### config.mk
export PLATFORM = sky130hd
export DESIGN_NAME = vga_capture_flat
export DESIGN_NICKNAME = d
export VERILOG_FILES = /design/src/rtl/vga_capture_if.sv /design/src/rtl/vga_capture.sv /design/src/flat_wrapper.sv
export SDC_FILE = /design/constraint.sdc
export NUM_CORES = 1
export LEC_CHECK = 0
export CAP_MARGIN = 40
export CORE_ASPECT_RATIO = 0.8
export CORE_UTILIZATION = 50
export DETAILED_ROUTE_END_ITERATION = 8
export DONT_BUFFER_PORTS = 1
export SLEW_MARGIN = 20
export SYNTH_ARGS = -nofsm -noshare
export SYNTH_HDL_FRONTEND = slang
export SYNTH_SLANG_ARGS = --single-unit
### constraint.sdc
create_clock -name clk -period 9.1 [get_ports clk]
set_input_delay 0.91 -clock clk [delete_from_list [all_inputs] [get_ports clk]]
set_output_delay 0.91 -clock clk [all_outputs]
set_load 0.05 [all_outputs]
### src/rtl/vga_capture_if.sv
// Signal bundle between the VGA pins / capture control side and the vga_capture block.
// The master drives the pins and capture request; the slave is the capture block.
interface vga_capture_if #(
    parameter int AW = 16
);
    logic          vga_hs;
    logic          vga_vs;
    logic [7:0]    vga_rgb;
    logic          cap_start;
    logic          locked;
    logic [11:0]   h_period;
    logic [11:0]   v_lines;
    logic          cap_busy;
    logic          cap_done;
    logic          cap_err;
    logic          wr_en;
    logic [AW-1:0] wr_addr;
    logic [7:0]    wr_data;

    modport master (
        output vga_hs, vga_vs, vga_rgb, cap_start,
        input  locked, h_period, v_lines, cap_busy, cap_done, cap_err,
        input  wr_en, wr_addr, wr_data
    );

    modport slave (
        input  vga_hs, vga_vs, vga_rgb, cap_start,
        output locked, h_period, v_lines, cap_busy, cap_done, cap_err,
        output wr_en, wr_addr, wr_data
    );
endinterface

### src/rtl/vga_capture.sv
// VGA receive side: recovers pixel position from hs/vs, measures and locks to the
// line/frame timing, and captures one window of one frame into a frame-buffer write port.
module vga_capture #(
    parameter int H_TOTAL     = 1056,
    parameter int V_TOTAL     = 628,
    parameter int H_ACT_START = 217,
    parameter int V_ACT_START = 27,
    parameter int WIN_X       = 0,
    parameter int WIN_Y       = 0,
    parameter int WIN_W       = 80,
    parameter int WIN_H       = 60,
    parameter int AW          = 16
) (
    input  logic          clk,
    input  logic          rst,
    vga_capture_if.slave  bus
);

    typedef enum logic [1:0] {SEARCH, MEASURE, LOCKED} lock_state_t;
    typedef enum logic [1:0] {C_IDLE, C_ARMED, C_RUN} cap_state_t;

    localparam logic [11:0]   H_TOT     = 12'(H_TOTAL);
    localparam logic [11:0]   V_TOT     = 12'(V_TOTAL);
    localparam logic [11:0]   H_LO      = 12'(H_ACT_START + WIN_X);
    localparam logic [11:0]   H_HI      = 12'(H_ACT_START + WIN_X + WIN_W - 1);
    localparam logic [11:0]   V_LO      = 12'(V_ACT_START + WIN_Y);
    localparam logic [11:0]   V_HI      = 12'(V_ACT_START + WIN_Y + WIN_H - 1);
    localparam logic [AW-1:0] LAST_ADDR = AW'(WIN_W * WIN_H - 1);

    // ---------------------------------------------------------------- input sampling
    logic       r_s_hs, r_s_vs, r_d_hs, r_d_vs;
    logic [7:0] r_s_rgb;

    // NOTE: sequential state is always assigned with <= so every register samples
    // the pre-edge value of its neighbours, independent of statement order.
    always_ff @(posedge clk or posedge rst) begin
        if (rst) begin
            r_s_hs  <= 1'b1;
            r_s_vs  <= 1'b1;
            r_d_hs  <= 1'b1;
            r_d_vs  <= 1'b1;
            r_s_rgb <= 8'd0;
        end else begin
            r_s_hs  <= bus.vga_hs;
            r_s_vs  <= bus.vga_vs;
            r_d_hs  <= r_s_hs;
            r_d_vs  <= r_s_vs;
            r_s_rgb <= bus.vga_rgb;
        end
    end

    logic w_hs_fall, w_vs_fall, w_frame_start;
    logic r_vs_seen;

    assign w_hs_fall     = r_d_hs & ~r_s_hs;
    assign w_vs_fall     = r_d_vs & ~r_s_vs;
    assign w_frame_start = w_hs_fall & r_vs_seen;

    // ---------------------------------------------------------------- position counters
    logic [11:0] r_h_pos, r_v_pos, r_h_period, r_v_lines;
    logic        r_h_seen, r_f_seen;
    logic [11:0] w_h_len, w_v_len;
    logic        w_h_ok, w_v_ok;

    assign w_h_len = r_h_pos + 12'd1;
    assign w_v_len = r_v_pos + 12'd1;
    assign w_h_ok  = (w_h_len == H_TOT);
    assign w_v_ok  = (w_v_len == V_TOT);

    always_ff @(posedge clk or posedge rst) begin
        if (rst) begin
            r_h_pos    <= 12'd0;
            r_v_pos    <= 12'd0;
            r_vs_seen  <= 1'b0;
            r_h_seen   <= 1'b0;
            r_f_seen   <= 1'b0;
            r_h_period <= 12'd0;
            r_v_lines  <= 12'd0;
        end else begin
            if (w_hs_fall) begin
                r_h_pos  <= 12'd0;
                r_h_seen <= 1'b1;
                if (r_h_seen) r_h_period <= w_h_len;
                if (r_vs_seen) begin
                    r_v_pos  <= 12'd0;
                    r_f_seen <= 1'b1;
                    if (r_f_seen) r_v_lines <= w_v_len;
                end else if (r_v_pos != 12'hFFF) begin
                    r_v_pos <= w_v_len;
                end
            end else if (r_h_pos != 12'hFFF) begin
                r_h_pos <= w_h_len;
            end
            // A vs fall coinciding with an hs fall is kept pending for the next hs fall.
            if (w_vs_fall)          r_vs_seen <= 1'b1;
            else if (w_frame_start) r_vs_seen <= 1'b0;
        end
    end

    // ---------------------------------------------------------------- lock FSM
    lock_state_t r_lock_state, w_lock_next;
    logic [1:0]  r_good, w_good_next;
    logic        r_bad, w_bad_next;
    logic        w_locked;

    always_ff @(posedge clk or posedge rst) begin
        if (rst) begin
            r_lock_state <= SEARCH;
            r_good       <= 2'd0;
            r_bad        <= 1'b0;
        end else begin
            r_lock_state <= w_lock_next;
            r_good       <= w_good_next;
            r_bad        <= w_bad_next;
        end
    end

    // NOTE: every signal driven here gets a default first, so no path can infer a latch.
    always_comb begin
        w_lock_next = r_lock_state;
        w_good_next = r_good;
        w_bad_next  = r_bad;
        case (r_lock_state)
            SEARCH: begin
                if (w_frame_start) begin
                    w_lock_next = MEASURE;
                    w_good_next = 2'd0;
                    w_bad_next  = 1'b0;
                end
            end
            MEASURE: begin
                if (w_hs_fall && !w_h_ok) w_bad_next = 1'b1;
                if (w_frame_start) begin
                    w_bad_next = 1'b0;
                    // The line ending on this hs fall belongs to the frame being judged.
                    if (!r_bad && w_h_ok && w_v_ok) begin
                        w_good_next = r_good + 2'd1;
                        if (r_good == 2'd1) w_lock_next = LOCKED;
                    end else begin
                        w_good_next = 2'd0;
                    end
                end
            end
            LOCKED: begin
                if ((w_hs_fall && !w_h_ok) || (w_frame_start && !w_v_ok))
                    w_lock_next = SEARCH;
            end
            default: w_lock_next = SEARCH;
        endcase
    end

    assign w_locked = (r_lock_state == LOCKED);

    // ---------------------------------------------------------------- capture FSM
    cap_state_t    r_cap_state, w_cap_next;
    logic          w_in_win, w_wr_fire, w_done_evt, w_abort, w_addr_clr;
    logic          r_wr_en, r_cap_done, r_cap_err;
    logic [AW-1:0] r_addr, r_wr_addr;
    logic [7:0]    r_wr_data;

    assign w_in_win = (r_h_pos >= H_LO) && (r_h_pos <= H_HI) &&
                      (r_v_pos >= V_LO) && (r_v_pos <= V_HI);

    always_ff @(posedge clk or posedge rst) begin
        if (rst) r_cap_state <= C_IDLE;
        else     r_cap_state <= w_cap_next;
    end

    always_comb begin
        w_cap_next = r_cap_state;
        w_wr_fire  = 1'b0;
        w_done_evt = 1'b0;
        w_abort    = 1'b0;
        w_addr_clr = 1'b0;
        case (r_cap_state)
            C_IDLE: begin
                if (bus.cap_start) w_cap_next = C_ARMED;
            end
            C_ARMED: begin
                if (w_frame_start && w_locked) begin
                    w_cap_next = C_RUN;
                    w_addr_clr = 1'b1;
                end
            end
            C_RUN: begin
                if (!w_locked) begin
                    w_abort    = 1'b1;
                    w_cap_next = C_IDLE;
                end else if (r_wr_en && (r_wr_addr == LAST_ADDR)) begin
                    w_done_evt = 1'b1;
                    w_cap_next = C_IDLE;
                end else begin
                    w_wr_fire = w_in_win;
                end
            end
            default: w_cap_next = C_IDLE;
        endcase
    end

    always_ff @(posedge clk or posedge rst) begin
        if (rst) begin
            r_wr_en    <= 1'b0;
            r_wr_addr  <= '0;
            r_wr_data  <= 8'd0;
            r_addr     <= '0;
            r_cap_done <= 1'b0;
            r_cap_err  <= 1'b0;
        end else begin
            r_wr_en    <= w_wr_fire;
            r_cap_done <= w_done_evt;
            r_cap_err  <= w_abort;
            if (w_addr_clr) begin
                r_addr <= '0;
            end else if (w_wr_fire) begin
                r_addr    <= r_addr + AW'(1);
                r_wr_addr <= r_addr;
                r_wr_data <= r_s_rgb;
            end
        end
    end

    assign bus.locked   = w_locked;
    assign bus.h_period = r_h_period;
    assign bus.v_lines  = r_v_lines;
    assign bus.cap_busy = (r_cap_state != C_IDLE);
    assign bus.cap_done = r_cap_done;
    assign bus.cap_err  = r_cap_err;
    assign bus.wr_en    = r_wr_en;
    assign bus.wr_addr  = r_wr_addr;
    assign bus.wr_data  = r_wr_data;

endmodule

### src/flat_wrapper.sv
// flat-port wrapper written by rule: the top's interface ports become plain ports
module vga_capture_flat 
#(
    parameter int H_TOTAL     = 1056,
    parameter int V_TOTAL     = 628,
    parameter int H_ACT_START = 217,
    parameter int V_ACT_START = 27,
    parameter int WIN_X       = 0,
    parameter int WIN_Y       = 0,
    parameter int WIN_W       = 80,
    parameter int WIN_H       = 60,
    parameter int AW          = 16
)
  (clk, rst, bus_vga_hs, bus_vga_vs, bus_vga_rgb, bus_cap_start, bus_locked, bus_h_period, bus_v_lines, bus_cap_busy, bus_cap_done, bus_cap_err, bus_wr_en, bus_wr_addr, bus_wr_data);
  vga_capture_if #(.AW(AW)) bus_i ();
  input  logic clk;
  input  logic rst;
  input wire logic [$bits(bus_i.vga_hs)-1:0] bus_vga_hs;
  input wire logic [$bits(bus_i.vga_vs)-1:0] bus_vga_vs;
  input wire logic [$bits(bus_i.vga_rgb)-1:0] bus_vga_rgb;
  input wire logic [$bits(bus_i.cap_start)-1:0] bus_cap_start;
  output wire logic [$bits(bus_i.locked)-1:0] bus_locked;
  output wire logic [$bits(bus_i.h_period)-1:0] bus_h_period;
  output wire logic [$bits(bus_i.v_lines)-1:0] bus_v_lines;
  output wire logic [$bits(bus_i.cap_busy)-1:0] bus_cap_busy;
  output wire logic [$bits(bus_i.cap_done)-1:0] bus_cap_done;
  output wire logic [$bits(bus_i.cap_err)-1:0] bus_cap_err;
  output wire logic [$bits(bus_i.wr_en)-1:0] bus_wr_en;
  output wire logic [$bits(bus_i.wr_addr)-1:0] bus_wr_addr;
  output wire logic [$bits(bus_i.wr_data)-1:0] bus_wr_data;
  assign bus_i.vga_hs = bus_vga_hs;
  assign bus_i.vga_vs = bus_vga_vs;
  assign bus_i.vga_rgb = bus_vga_rgb;
  assign bus_i.cap_start = bus_cap_start;
  assign bus_locked = bus_i.locked;
  assign bus_h_period = bus_i.h_period;
  assign bus_v_lines = bus_i.v_lines;
  assign bus_cap_busy = bus_i.cap_busy;
  assign bus_cap_done = bus_i.cap_done;
  assign bus_cap_err = bus_i.cap_err;
  assign bus_wr_en = bus_i.wr_en;
  assign bus_wr_addr = bus_i.wr_addr;
  assign bus_wr_data = bus_i.wr_data;
  vga_capture #(.H_TOTAL(H_TOTAL), .V_TOTAL(V_TOTAL), .H_ACT_START(H_ACT_START), .V_ACT_START(V_ACT_START), .WIN_X(WIN_X), .WIN_Y(WIN_Y), .WIN_W(WIN_W), .WIN_H(WIN_H), .AW(AW)) u_core (.clk(clk), .rst(rst), .bus(bus_i));
endmodule
Word level (Yosys, flattened, before mapping)
Cells that the tools add are included.

storage, ports and cells
  register bits after elaboration = 113
  latch bits = 0
  memory bits (writable) = 0
  ROM bits = 0
  bits of input ports = 13
  output and inout bits = 53
  logic and storage cells = 121
  memories kept = 0

operators by class
  $add $sub $neg = 4
  multiply operators = 0
  div/mod/pow operators = 0
  order comparisons = 4
  equal/unequal tests = 19
  shifts and indexed selects = 0
  multiplexer cells = 36
  bitwise logic cells = 6
  reduce and logical (&&, ||, !) cells = 30

operators by type and width
  kind                   number
  $mux 12                4
  $mux 16                2
  $add 12x1->12 const B  2
  $mux 2                 12
  $ne 12x12->1 const B   2
  $add 16x1->16 const B  1
  $eq 16x13->1 const B   1
  $mux 1                 14
  $eq 12x10->1 const B   1
  $eq 12x11->1 const B   1
  $ge 12x5->1 const B    1
  $ge 12x8->1 const B    1
  $le 12x7->1 const B    1
  $le 12x9->1 const B    1
  $pmux 2 s3             2
  $reduce_and 3->1       4
  $reduce_bool 2->1      6
  $ne 2x1->1 const B     5
  $logic_and 1x1->1      9
  $reduce_and 2->1       4
  $eq 2x1->1 const B     3
  $reduce_and 5->1       1
  $eq 2x2->1 const B     2
  $logic_not 2->1        2
  10 further kinds       17

Longest topological paths before layout
Gate-level depths: netlist of run 1.

  word-level depth = 9
  gate-level depth with buffers = 10
  gate-level depth less buffers = 8

Least setup slack after synthesis of run 1
No wires, ideal clock.

  kind = register to register
  from = register u_core.r_h_pos[0]
  to = register u_core.r_good[0]
  setup time = 0.104 ns
  arrival time = 2.163 ns
  required time = 8.996 ns
  setup slack = 6.833 ns
  cell stages (with the launch flop) = 8
  path buffers = 0
  clock period less this slack = 2.267 ns
  cell sequence = dfrtp_1 > ha_1 > nand4_2 > or4_1 > a211oi_1 > nand4_1 > nand2b_4 > o41ai_2

between the ends
  longest elaborated chain between the ends = 7

ends and longest elaborated chain
  element                          RTL line            source
  start: declaration               vga_capture.sv:60   logic [11:0] r_h_pos, r_v_pos, r_h_period, r_v_lines;
  start signal: assignment         vga_capture.sv:92   r_h_pos <= w_h_len;
  $add 12x1->12                    vga_capture.sv:65   assign w_h_len = r_h_pos + 12'd1;
  $eq 12x11->1                     vga_capture.sv:67   assign w_h_ok = (w_h_len == H_TOT);
  $logic_and 1x1->1 (2 in series)  vga_capture.sv:136  if (!r_bad && w_h_ok && w_v_ok) begin
  $mux 2                           vga_capture.sv:136
  $mux 2                           vga_capture.sv:133  if (w_frame_start) begin
  $pmux 2 s2                       vga_capture.sv:123  case (r_lock_state)
  end signal: assignment           vga_capture.sv:113  r_good <= w_good_next;
  end: declaration                 vga_capture.sv:102  logic [1:0] r_good, w_good_next;

No other way between the ends. The select of a mux whose other input is x is not followed.
A chain may end at the register's enable or synchronous reset.

Final worst setup path of run 1
  from = register u_core.r_lock_state[0]
  to = register u_core.r_addr[6]

between the ends
  longest elaborated chain between the ends = 5
  elaborated cells on any way between the ends = 8
  those cells by class = 1 x eq/ne; 5 x mux; 2 x reduce/logical

ends and longest elaborated chain
  element                                       RTL line            source
  start: declaration                            vga_capture.sv:101  lock_state_t r_lock_state, w_lock_next;
  start signal: assignment                      vga_capture.sv:112  r_lock_state <= w_lock_next;
  $eq 2x2->1 (*)                                vga_capture.sv:152  assign w_locked = (r_lock_state == LOCKED);
  net bus_locked                                flat_wrapper.sv:22  output wire logic [$bits(bus_i.locked)-1:0] bus_locked;
  $logic_and 1x1->1                             vga_capture.sv:180  if (w_frame_start && w_locked) begin
  $mux 1                                        vga_capture.sv:180
  $mux 1                                        vga_capture.sv:175  case (r_cap_state)
  $mux 16 or $reduce_bool 2->1 (tied branches)  n/a
  end signal: assignment                        vga_capture.sv:215  r_addr <= r_addr + AW'(1);
  end: declaration                              vga_capture.sv:158  logic [AW-1:0] r_addr, r_wr_addr;

The timed path passes the listed nets; every way through them passes the cells marked *.

==> metrics.txt, run 1 <==
# TYPE chip_impl_metric gauge
chip_impl_info{name="outcome",value="finished, final reports clean"} 1
chip_impl_metric{name="finalWorstPathRequiredPeriod",unit="ns"} 2.71
chip_impl_metric{name="totalWireLength",unit="mm"} 11.4
chip_impl_metric{name="buffers_from_clock_root_to_sink_at_most",unit=""} 2
chip_impl_metric{name="grt_max_degree",unit=""} 63
chip_impl_metric{name="ys_warn_count",unit=""} 0
chip_impl_metric{name="count_of_hold_fix_buffers_inserted_at_cts",unit=""} 0
chip_impl_metric{name="cts_made_buffers",unit=""} 17
chip_impl_metric{name="p_leak",unit="nW"} 2.64
chip_impl_metric{name="port_buffers",unit=""} 0
chip_impl_metric{name="numPlacedInstances",unit=""} 689
chip_impl_info{name="synth_common_cells",value="135 x nand2_1, 109 x dfrtp_1, 49 x o21ai_0, 26 x nor2_1, 23 x nand3_1"} 1
chip_impl_info{name="start_kind",value="flop"} 1
chip_impl_metric{name="grt.overflow.total",unit=""} 0
chip_impl_metric{name="number_of_fillers_in_the_final_layout",unit=""} 893
chip_impl_metric{name="post_cts_resized",unit=""} 0
chip_impl_metric{name="synth_seq_cells",unit=""} 113
chip_impl_metric{name="vias_in_the_first_global_route",unit=""} 3833
chip_impl_metric{name="fin_tns_setup",unit="ns"} 0
chip_impl_metric{name="synth_sequential_area_ratio",unit="%"} 52.7
chip_impl_metric{name="synthToLayoutAreaGrowth",unit="%"} 12.7
chip_impl_metric{name="globalRouteMet2Util",unit="%"} 34.1
chip_impl_metric{name="post_cts.repair.setup_buffers",unit=""} 0
chip_impl_metric{name="drcViolationCount",unit=""} 0
chip_impl_metric{name="tightestPinTransition",unit="ns"} 0.815
chip_impl_info{name="timing.hold.worst.class",value="flop to flop"} 1
chip_impl_metric{name="max_freq",unit="GHz"} 0.370
chip_impl_info{name="setup_repair_after_global_routing_missed_its_margin",value="no"} 1
chip_impl_metric{name="synthDistinctLibCells",unit=""} 61
chip_impl_metric{name="hold_viol",unit=""} 0
chip_impl_metric{name="cp_data_arrival_time",unit="ns"} 3.03
chip_impl_metric{name="r2r_setup_slack",unit="ns"} 6.39
chip_impl_metric{name="timing.final.crit_share",unit="%"} 29.7
chip_impl_metric{name="slew_violations",unit=""} 0
chip_impl_metric{name="crit_path_max_fanout",unit=""} 15
chip_impl_metric{name="placementRows",unit=""} 33
chip_impl_metric{name="place.gp.congestion",unit=""} 0.801
chip_impl_metric{name="insertedDiodeCount",unit=""} 0
chip_impl_metric{name="coreArea",unit="mm^2"} 0.0104
chip_impl_metric{name="maxCapViolCount",unit=""} 0
chip_impl_metric{name="effective_utilization_at_floorplan",unit="%"} 51.8
chip_impl_metric{name="dr_total_vias",unit=""} 4065
chip_impl_metric{name="power.density",unit="mW/mm^2"} 228
chip_impl_metric{name="antenna_found_initial",unit=""} 0
chip_impl_metric{name="floorplan.die.width",unit="um"} 118
chip_impl_metric{name="met1_usage",unit="%"} 30.1
chip_impl_metric{name="worst_skew_late_latency",unit="ns"} 0.41
chip_impl_info{name="synthMostInstantiatedCell",value="nand2_1"} 1
chip_impl_metric{name="worst_slew_margin_rel",unit="%"} 45.4
chip_impl_info{name="synthTopCellsByArea",value="dfrtp_1 51%, nand2_1 9.4%, o21ai_0 4.6%"} 1
chip_impl_metric{name="netlist.area_leader.share",unit="%"} 50.8
chip_impl_metric{name="grtUsageMet3",unit="%"} 4.83
chip_impl_metric{name="mappedNetlistArea",unit="mm^2"} 0.00537
chip_impl_metric{name="setup_violations",unit=""} 0
chip_impl_metric{name="die_y",unit="um"} 94.7
chip_impl_info{name="globalRoute.busiestLayer",value="met2"} 1
chip_impl_metric{name="clkSinkCount",unit=""} 113
chip_impl_metric{name="post_drt_via_cell_ratio",unit=""} 5.63
chip_impl_metric{name="vdd_ir_drop_max",unit="mV"} 0.153
chip_impl_info{name="clock_tree_from_tritoncts",value="yes"} 1
chip_impl_metric{name="synth_enable_flop_cells",unit=""} 0
chip_impl_metric{name="antenna_left",unit=""} 0
chip_impl_info{name="ctsRootBufferMaster",value="clkbuf_16"} 1
chip_impl_metric{name="global_route.usage.total",unit="%"} 22.1
chip_impl_metric{name="nNetsFinal",unit=""} 591
chip_impl_metric{name="clock_tree.htree_level_count",unit=""} 4
chip_impl_metric{name="ff_latch_area",unit="mm^2"} 0.00283
chip_impl_metric{name="clock-skew-final",unit="ns"} 0.00932
chip_impl_metric{name="dp.final_hpwl",unit="mm"} 7.65
chip_impl_metric{name="synthesis.nets",unit=""} 598
chip_impl_metric{name="syn_avg_cell_area",unit="um^2"} 9.33
chip_impl_metric{name="detail_route.wl_per_cell",unit="um"} 15.8
chip_impl_info{name="setup.worst_path.end_class",value="flop"} 1
chip_impl_metric{name="clock_pin_transition_on_the_worst_setup_and_hold_timing_paths",unit="ns"} 0.05
chip_impl_info{name="synth_top_flop_cell",value="dfrtp_1"} 1
chip_impl_info{name="timing.setup.critical_path_class",value="flop to flop"} 1
chip_impl_metric{name="netlist_instances",unit=""} 576
chip_impl_metric{name="detail_route.first_pass.iterations",unit=""} 4
chip_impl_metric{name="post_route_utilization",unit="%"} 58.4
chip_impl_metric{name="drt_iter0_markers",unit=""} 222
chip_impl_metric{name="asyncSetResetFlopFracSynth",unit="%"} 100
chip_impl_metric{name="drive_above_1_share",unit="%"} 9.45
chip_impl_info{name="synth_area_leader_cell",value="dfrtp_1"} 1
chip_impl_metric{name="ios",unit=""} 66
chip_impl_metric{name="multiInputGateArea",unit="mm^2"} 0.00234
chip_impl_metric{name="cp.required",unit="ns"} 9.42
chip_impl_metric{name="design.die.area",unit="mm^2"} 0.0112
chip_impl_metric{name="final-instance-count-excl-fill",unit=""} 722
chip_impl_metric{name="wire_length_of_the_first_global_routing_pass",unit="mm"} 19.1
==> power breakdown <==
part	switching (mW)	leakage [nW]	total [mW]	internal, mW
clock network	0.246	0.277	0.640	0.394
registers	0.105	1.50	0.643	0.537
logic	0.0582	0.867	0.0993	0.0412
total	0.409	2.64	1.38	0.972
==> layout make-up <==
| class | instances | share of cell area [%] |
|---|---|---|
| clock buffers | 19 | 7.48 |
| flip-flops and latches | 113 | 46.8 |
| inverters | 17 | 1.10 |
| well taps | 140 | 2.89 |
| repair buffers | 5 | 0.951 |
| multi-input cells | 415 | 38.7 |
| clock inverters | 13 | 2.11 |
==> placed cells by master (no fill, tap or decap), types with 12 or more instances in the layout <==
cell type | netlist | layout
nand2_1 | 135 | 135
a21oi_1 | 19 | 19
o21ai_0 | 49 | 49
nand3_1 | 23 | 23
inv_1 | 16 | 15
nor2_1 | 26 | 26
dfrtp_1 | 109 | 109
nor3_1 | 12 | 12
xnor2_1 | 13 | 13
clkbuf_16 | 0 | 17
==> per-layer routing <==
metal  part of all wire [%]  wire length [um]
met5                      0                 0
met4                    1.2               136
met3                    3.7               419
met2                     45              5120
met1                     50              5700
==> logic make-up after synthesis <==
kind of cell | count (synthesis) | synth area share (%)
adders and majority gates | 9 | 2.10
muxes | 5 | 0.955
AOI/OAI and AO/OA | 113 | 13.2
xor gates and xnor gates | 16 | 2.61
buffers and inverters | 48 | 3.77
and+or+nand+nor | 272 | 24.6
DFF | 113 | 52.7
==> state kept, by name (all words and copies together), names as in the netlist <==
name and cells:
u_core.bus.wr_addr 16, u_core.bus.cap_done 1, u_core.r_bad 1, u_core.bus.v_lines 12, u_core.bus.h_period 12, u_core.r_d_vs 1
u_core.r_vs_seen 1, u_core.r_d_hs 1, u_core.r_s_hs 1, u_core.r_v_pos 12, u_core.r_lock_state 2, u_core.r_good 2
u_core.bus.wr_data 8, u_core.r_addr 16, u_core.bus.cap_err 1, u_core.r_s_vs 1, u_core.bus.wr_en 1, u_core.r_h_pos 12
u_core.r_f_seen 1, u_core.r_s_rgb 8, u_core.r_h_seen 1, u_core.r_cap_state 2
==> through the flow <==
stage | cell area, um^2 | hold WS, ns | setup slack (ns) | power, mW
3_5_place_dp | 5450 | 0.358 | 6.42 | 0.751
3_3_place_gp | 5450 | 0.356 | 6.53 | 0.747
2_1_floorplan | 5370 | 0.352 | 5.21 | 0.727
5_1_grt | 6050 | 0.372 | 6.19 | 1.44
4_1_cts | 6030 | 0.366 | 6.39 | 1.39
6_report | 6050 | 0.364 | 6.39 | 1.38
==> final timing paths <==
| check | startpoint | end | depth (start not counted) |
|---|---|---|---|
| hold / removal | u_core.r_s_vs | u_core.r_d_vs | 0 |
| setup reg to reg | u_core.r_lock_state[0] | u_core.r_addr[6] | 7 |
| setup / recovery | u_core.r_lock_state[0] | u_core.r_addr[6] | 7 |
| hold reg to reg | u_core.r_s_vs | u_core.r_d_vs | 0 |
| min in group asynchronous | rst | u_core.r_s_rgb[1] | 1 |
| max in group asynchronous | rst | u_core.r_d_hs | 3 |
==> worst max-delay path, stage by stage, from the launching register on <==
cell and delay (ns):
dfrtp_1 0.41, nand2b_1 0.23, inv_2 0.29, nand2_1 0.20, nor4_4 0.33, o2111ai_2 0.40
or4_1 0.62, a21oi_1 0.15
Note: power is estimated with default switching activity, not from simulation.
==> inputs of run 2 (changes only) <==
--- a/config.mk
+++ b/config.mk
@@ -10,6 +10,7 @@
 export CORE_UTILIZATION = 50
 export DETAILED_ROUTE_END_ITERATION = 8
 export DONT_BUFFER_PORTS = 1
+export PLACE_DENSITY = 0.68
 export SLEW_MARGIN = 20
 export SYNTH_ARGS = -nofsm -noshare
 export SYNTH_HDL_FRONTEND = slang
==> constraint.sdc (replaced) <==
create_clock -name clk -period 2.2 [get_ports clk]
set_input_delay 0.22 -clock clk [delete_from_list [all_inputs] [get_ports clk]]
set_output_delay 0.22 -clock clk [all_outputs]
set_load 0.05 [all_outputs]
==> run 2 against run 1 <==
  * The run now ends with negative setup slack left
  * Final cell count increased by 12%
  * Combinational power grew to 7.1 times the previous value
  * Critical path depth increased by 2
  * Non-clock buffer count increased by 89
  * Clock-buffer cell count did not move
  * Clock power grew to 4.4 times the previous value
  * Via count grew 12%
  * Maximum frequency grew 21%
  * Utilization is 9.4 points higher
  * Sequential share of layout area shrank 6.5 points
  * Largest cell class unchanged
  * Highest routed layer unchanged
==> metrics.txt, run 2 (synthesized netlist as in run 1, its figures left out) <==
# TYPE chip_impl_metric gauge
chip_impl_info{name="clock_tree_from_tritoncts",value="yes"} 1
chip_impl_info{name="r2r-end",value="u_core.r_addr[6]"} 1
chip_impl_metric{name="port_buffers",unit=""} 0
chip_impl_metric{name="cp.required",unit="ns"} 2.53
chip_impl_metric{name="rr_worst_depth",unit=""} 9
chip_impl_metric{name="synthToLayoutAreaGrowth",unit="%"} 30.9
chip_impl_metric{name="crit_path_max_fanout",unit=""} 8
chip_impl_metric{name="placementRows",unit=""} 33
chip_impl_metric{name="dp.final_hpwl",unit="mm"} 8.76
chip_impl_metric{name="post_drt_via_cell_ratio",unit=""} 5.63
chip_impl_info{name="timing.setup.critical_path_class",value="flop to flop"} 1
chip_impl_metric{name="clock_tree.htree_level_count",unit=""} 4
chip_impl_metric{name="detail_route.wl_per_cell",unit="um"} 16.0
chip_impl_info{name="start_kind",value="flop"} 1
chip_impl_metric{name="drive_above_1_share",unit="%"} 24.6
chip_impl_info{name="violated_checks",value="negative setup slack"} 1
chip_impl_metric{name="timing.final.crit_share",unit="%"} 102
chip_impl_info{name="hold_path_startpoint",value="bus_vga_vs"} 1
chip_impl_metric{name="power.density",unit="mW/mm^2"} 866
chip_impl_metric{name="p_leak",unit="nW"} 3.12
chip_impl_metric{name="die_y",unit="um"} 94.7
chip_impl_metric{name="r2r_setup_slack",unit="ns"} -0.04
chip_impl_info{name="ctsRootBufferMaster",value="clkbuf_16"} 1
chip_impl_info{name="hold_path_end",value="u_core.r_s_vs"} 1
chip_impl_metric{name="clock-skew-final",unit="ns"} 0.00638
chip_impl_info{name="most_common_cell_after_layout_fill_and_taps_aside",value="nand2_1"} 1
chip_impl_metric{name="antenna_left",unit=""} 0
chip_impl_metric{name="vias_in_the_first_global_route",unit=""} 4482
chip_impl_metric{name="worst_skew_late_latency",unit="ns"} 0.41
chip_impl_info{name="final_cell_mix",value="134 x nand2_1, 107 x dfrtp_1, 72 x buf_4"} 1
chip_impl_info{name="r2r_path_start",value="u_core.r_h_pos[1]"} 1
chip_impl_metric{name="nNetsFinal",unit=""} 680
chip_impl_metric{name="numPlacedInstances",unit=""} 760
chip_impl_metric{name="hold_depth",unit=""} 1
chip_impl_metric{name="cts_made_buffers",unit=""} 17
chip_impl_metric{name="max_freq",unit="GHz"} 0.447
chip_impl_metric{name="totalWireLength",unit="mm"} 12.9
chip_impl_info{name="outcome",value="complete, but fails checks"} 1
chip_impl_metric{name="worst_slack_at_placement",unit="ns"} -0.0902
chip_impl_metric{name="effective_utilization_at_floorplan",unit="%"} 51.8
chip_impl_metric{name="cp_data_arrival_time",unit="ns"} 2.57
chip_impl_metric{name="hold_viol",unit=""} 0
chip_impl_metric{name="tightestPinTransition",unit="ns"} 0.643
chip_impl_metric{name="insertedDiodeCount",unit=""} 0
chip_impl_metric{name="final-instance-count-excl-fill",unit=""} 811
chip_impl_metric{name="grt_max_degree",unit=""} 56
chip_impl_metric{name="drcViolationCount",unit=""} 0
chip_impl_metric{name="design.die.area",unit="mm^2"} 0.0112
chip_impl_metric{name="floorplan.die.width",unit="um"} 118
chip_impl_metric{name="setup_violations",unit=""} 2
chip_impl_metric{name="detail_route.first_pass.iterations",unit=""} 5
chip_impl_metric{name="clkSinkCount",unit=""} 113
chip_impl_metric{name="dr_total_vias",unit=""} 4566
chip_impl_metric{name="slew_violations",unit=""} 0
chip_impl_metric{name="drt_iter0_markers",unit=""} 304
chip_impl_metric{name="clock_pin_transition_on_the_worst_setup_and_hold_timing_paths",unit="ns"} 0.05
chip_impl_metric{name="finalWorstPathRequiredPeriod",unit="ns"} 2.24
chip_impl_metric{name="vdd_ir_drop_max",unit="mV"} 0.563
chip_impl_metric{name="coreArea",unit="mm^2"} 0.0104
chip_impl_metric{name="post_route_setup_slack",unit="ns"} -0.0378
chip_impl_info{name="setup.worst_path.end_class",value="flop"} 1
chip_impl_metric{name="place.gp.congestion",unit=""} 0.924
chip_impl_metric{name="worst_slew_margin_rel",unit="%"} 57.0
chip_impl_metric{name="wire_length_of_the_first_global_routing_pass",unit="mm"} 21.2
chip_impl_metric{name="ios",unit=""} 66
chip_impl_metric{name="global_route.usage.total",unit="%"} 24.4
chip_impl_metric{name="antenna_found_initial",unit=""} 0
chip_impl_info{name="timing.hold.worst.class",value="input pin to flop"} 1
chip_impl_metric{name="grt.overflow.total",unit=""} 0
chip_impl_info{name="setup_repair_after_global_routing_missed_its_margin",value="yes"} 1
chip_impl_metric{name="maxCapViolCount",unit=""} 0
chip_impl_metric{name="buffers_from_clock_root_to_sink_at_most",unit=""} 2
==> run 2: cell count changes in the layout (fill, tap and decap cells not counted), moves of 4 or more <==
cell / before / now
inv_6: 4 / 0
buf_4: 4 / 72
buf_6: 0 / 7
ha_4: 0 / 4
dlygate4sd3_1: 0 / 12
ha_1: 9 / 4
==> run 2: power by group <==
group	total [mW]	internal (mW)	switching (mW)
Combinational	0.701	0.319	0.381
Sequential	2.59	2.22	0.369
Clock	2.79	1.84	0.960
==> run 2: routing by layer <==
metal	GRT usage, %	wire length [um]
met2	40.3	6320
met4	8.01	146
met1	30.3	5730
met3	8.15	737
met5	0	0
==> run 2: final cells by class <==
type                       count  area (um^2)
clock inverter                13          161
multi-input combinational    415         2540
tap                          140          175
inverter                      17         67.6
timing repair buffer          94          800
clock buffer                  19          453
sequential                   113         2840
fill                         780         3330
==> run 2: metrics by stage <==
step	util, %	instance area [um^2]	TNS, ns	power [mW]	hold slack (ns)
after floorplan	-	5390	0	3.02	0.224
after global placement	58.2	6030	-0.194	3.21	0.197
after detailed placement	58.2	6030	-0.665	3.23	0.201
after CTS	66.1	6850	-0.0159	6.07	0.348
after global routing	67.8	7030	-0.683	6.33	0.349
final	67.8	7030	-0.0751	6.09	0.361
==> run 2: worst max path at each step <==
stage	from	end	cells after the start
6_report	u_core.r_h_pos[1]	u_core.r_addr[6]	9
3_5_place_dp	u_core.r_h_pos[1]	u_core.r_addr[3]	10
5_1_grt	u_core.r_h_pos[1]	u_core.r_addr[6]	9
4_1_cts	u_core.r_h_pos[0]	u_core.r_addr[3]	10
2_1_floorplan	u_core.r_h_pos[0]	u_core.r_good[0]	7
3_3_place_gp	u_core.r_h_pos[1]	u_core.r_addr[13]	9
==> run 2: worst max-delay path, stage by stage (launching register included) <==
cell and delay (ns):
dfrtp_1 0.39, inv_2 0.09, ha_4 0.13, nand2b_1 0.05, a21o_1 0.16, a211oi_2 0.22, buf_4 0.19, o2111ai_4 0.21
or4_1 0.57, a21oi_2 0.15
==> run 2: what timing repair did <==
action,CTS,global route
setup endpoints to repair,17,50
buffers inserted,3,4
hold buffers,12,0
pin swaps,8,21
gates resized for setup,12,37
hold endpoints to repair,37,0
==> inputs of run 3 (changes only) <==
--- a/config.mk
+++ b/config.mk
@@ -10,6 +10,7 @@
 export CORE_UTILIZATION = 50
 export DETAILED_ROUTE_END_ITERATION = 8
 export DONT_BUFFER_PORTS = 1
+export GPL_TIMING_DRIVEN = 0
 export PLACE_DENSITY = 0.68
 export SLEW_MARGIN = 20
 export SYNTH_ARGS = -nofsm -noshare
==> run 3 against run 2 <==
  * The run still ends with negative setup slack left
  * Combinational power is 3.3% lower
  * Sequential power hardly changed
  * Setup slack worse by 0.053 ns
  * First-iteration DRC count is 1.3% lower
  * Critical endpoint is now u_core.r_addr[14]
==> metrics.txt, run 3 (synthesized netlist as in run 1, its figures left out) <==
# TYPE chip_impl_metric gauge
chip_impl_metric{name="cts_made_buffers",unit=""} 17
chip_impl_metric{name="maxCapViolCount",unit=""} 0
chip_impl_metric{name="dr_total_vias",unit=""} 4534
chip_impl_metric{name="slowest_delay",unit="ns"} 0.55
chip_impl_metric{name="cp_data_arrival_time",unit="ns"} 2.63
chip_impl_info{name="outcome",value="complete, but fails checks"} 1
chip_impl_metric{name="drive_above_1_share",unit="%"} 22.5
chip_impl_metric{name="synthToLayoutAreaGrowth",unit="%"} 29.2
chip_impl_metric{name="placementRows",unit=""} 33
chip_impl_info{name="start_kind",value="flop"} 1
chip_impl_metric{name="power.density",unit="mW/mm^2"} 868
chip_impl_metric{name="floorplan.die.width",unit="um"} 118
chip_impl_metric{name="totalWireLength",unit="mm"} 13.4
chip_impl_info{name="clock_tree_from_tritoncts",value="yes"} 1
chip_impl_metric{name="post_route_setup_slack",unit="ns"} -0.0903
chip_impl_metric{name="tightestPinTransition",unit="ns"} 0.574
chip_impl_metric{name="antenna_found_initial",unit=""} 0
chip_impl_metric{name="hold_viol",unit=""} 0
chip_impl_metric{name="coreArea",unit="mm^2"} 0.0104
chip_impl_metric{name="nNetsFinal",unit=""} 659
chip_impl_metric{name="setup_violations",unit=""} 10
chip_impl_metric{name="clock_pin_transition_on_the_worst_setup_and_hold_timing_paths",unit="ns"} 0.05
chip_impl_metric{name="cp.required",unit="ns"} 2.54
chip_impl_metric{name="final-instance-count-excl-fill",unit=""} 790
chip_impl_metric{name="grtUsageMet3",unit="%"} 6.94
chip_impl_metric{name="drcViolationCount",unit=""} 0
chip_impl_metric{name="timing.final.crit_share",unit="%"} 104
chip_impl_metric{name="worst_skew_late_latency",unit="ns"} 0.42
chip_impl_metric{name="grt_max_degree",unit=""} 34
chip_impl_info{name="globalRoute.busiestLayer",value="met2"} 1
chip_impl_metric{name="buffers_from_clock_root_to_sink_at_most",unit=""} 2
chip_impl_metric{name="port_buffers",unit=""} 0
chip_impl_metric{name="design.die.area",unit="mm^2"} 0.0112
chip_impl_metric{name="crit_path_max_fanout",unit=""} 7
chip_impl_info{name="timing.setup.critical_path_class",value="flop to flop"} 1
chip_impl_metric{name="wire_length_of_the_first_global_routing_pass",unit="mm"} 20.9
chip_impl_metric{name="clkSinkCount",unit=""} 113
chip_impl_metric{name="vias_in_the_first_global_route",unit=""} 4099
chip_impl_info{name="most_common_cell_after_layout_fill_and_taps_aside",value="nand2_1"} 1
chip_impl_metric{name="numPlacedInstances",unit=""} 720
chip_impl_metric{name="insertedDiodeCount",unit=""} 0
chip_impl_metric{name="place.gp.congestion",unit=""} 0.890
chip_impl_metric{name="globalRouteMet2Util",unit="%"} 38.1
chip_impl_metric{name="post_drt_via_cell_ratio",unit=""} 5.74
chip_impl_metric{name="max_freq",unit="GHz"} 0.437
chip_impl_info{name="setup_repair_after_global_routing_missed_its_margin",value="yes"} 1
chip_impl_info{name="path_cells",value="or4_4 -> nor4_4 -> o2111ai_4 -> or4_1 -> a21oi_1"} 1
chip_impl_metric{name="drt_iter0_markers",unit=""} 300
chip_impl_metric{name="finalWorstPathRequiredPeriod",unit="ns"} 2.29
chip_impl_metric{name="worst_slack_at_placement",unit="ns"} -0.679
chip_impl_metric{name="p_leak",unit="nW"} 3.02
chip_impl_metric{name="dp.final_hpwl",unit="mm"} 8.46
chip_impl_metric{name="detail_route.wl_per_cell",unit="um"} 16.9
chip_impl_info{name="timing.hold.worst.class",value="input pin to async pin"} 1
chip_impl_metric{name="antenna_left",unit=""} 0
chip_impl_metric{name="die_y",unit="um"} 94.7
chip_impl_metric{name="global_route.usage.total",unit="%"} 24.3
chip_impl_info{name="final_cell_mix",value="130 x nand2_1, 92 x dfrtp_1, 47 x o21ai_0"} 1
chip_impl_metric{name="detail_route.first_pass.iterations",unit=""} 5
chip_impl_metric{name="ios",unit=""} 66
chip_impl_metric{name="vdd_ir_drop_max",unit="mV"} 0.611
chip_impl_metric{name="grt.overflow.total",unit=""} 0
chip_impl_metric{name="worst_slew_margin_rel",unit="%"} 61.7
chip_impl_metric{name="clock-skew-final",unit="ns"} 0.00999
chip_impl_metric{name="effective_utilization_at_floorplan",unit="%"} 51.8
chip_impl_metric{name="number_of_fillers_in_the_final_layout",unit=""} 802
chip_impl_info{name="violated_checks",value="negative setup slack"} 1
chip_impl_info{name="setup.worst_path.end_class",value="flop"} 1
chip_impl_metric{name="met1_usage",unit="%"} 32.2
chip_impl_metric{name="clock_tree.htree_level_count",unit=""} 4
chip_impl_info{name="ctsRootBufferMaster",value="clkbuf_16"} 1
chip_impl_metric{name="slew_violations",unit=""} 0
chip_impl_info{name="cpMaxStageDelayCell",value="or4_1"} 1
run 3: power by group:
part / switching (mW) / internal [mW]
combinational: 0.385 / 0.293
sequential: 0.374 / 2.23
clock: 0.899 / 1.84
total: 1.66 / 4.36
run 3: routing by layer:
layer / wire length (um) / part of all wire [%] / up-vias
met5: 0 / 0 / -
li1: - / - / 2128
met3: 934 / 7.0 / 16
met4: 180 / 1.3 / 0
met2: 6210 / 46 / 164
met1: 6040 / 45 / 2226
run 3: worst max-delay path, delay by kind of cell (launching register included):
kind	cells	cell delay (ns)
AND/OR/NAND/NOR	3	1.42
flip-flops	1	0.43
AO/OA/AOI/OAI	2	0.37
run 3: final cells by class:
class | count | area [um^2] | area share, %
buffer | 29 | 183 | 2.63
clock buffer | 27 | 523 | 7.54
clock inverter | 5 | 75.1 | 1.08
inverter | 17 | 75.1 | 1.08
multi-input combinational | 415 | 2580 | 37.1
sequential | 113 | 2850 | 41.1
tap | 140 | 175 | 2.52
timing repair buffer | 44 | 478 | 6.89
run 3: final timing paths:
path	start	end	slack [ns]	depth (start not counted)
max	u_core.r_v_pos[11]	u_core.r_addr[14]	-0.09	5
min	rst	u_core.r_addr[13]	0.33	3
max reg2reg	u_core.r_v_pos[11]	u_core.r_addr[14]	-0.09	5
min reg2reg	u_core.r_s_vs	u_core.r_d_vs	0.37	0
max in group asynchronous	rst	u_core.r_s_hs	1.38	4
min in group clk	bus_vga_rgb[2]	u_core.r_s_rgb[2]	0.36	1
run 3: timing repair:
item,in CTS,in global routing
endpoints found under the hold margin,38,0
hold buffers,12,0
resized for setup,54,48
cloned,1,3
buffers inserted,12,12
setup endpoints to repair,55,62
pin swaps,15,26
run 3: per-stage QoR:
step	hold WS (ns)	power (mW)	cell area, um^2	utilization, %	setup TNS, ns
after floorplan	0.224	3.02	5390	-	0
after global placement	0.225	3.14	5560	53.7	-18.91
after detailed placement	0.225	3.17	5640	54.4	-22.62
after CTS	0.350	5.98	6620	63.9	-0.235
after global routing	0.348	6.26	6940	67.0	-2.14
final	0.327	6.02	6940	67.0	-0.426
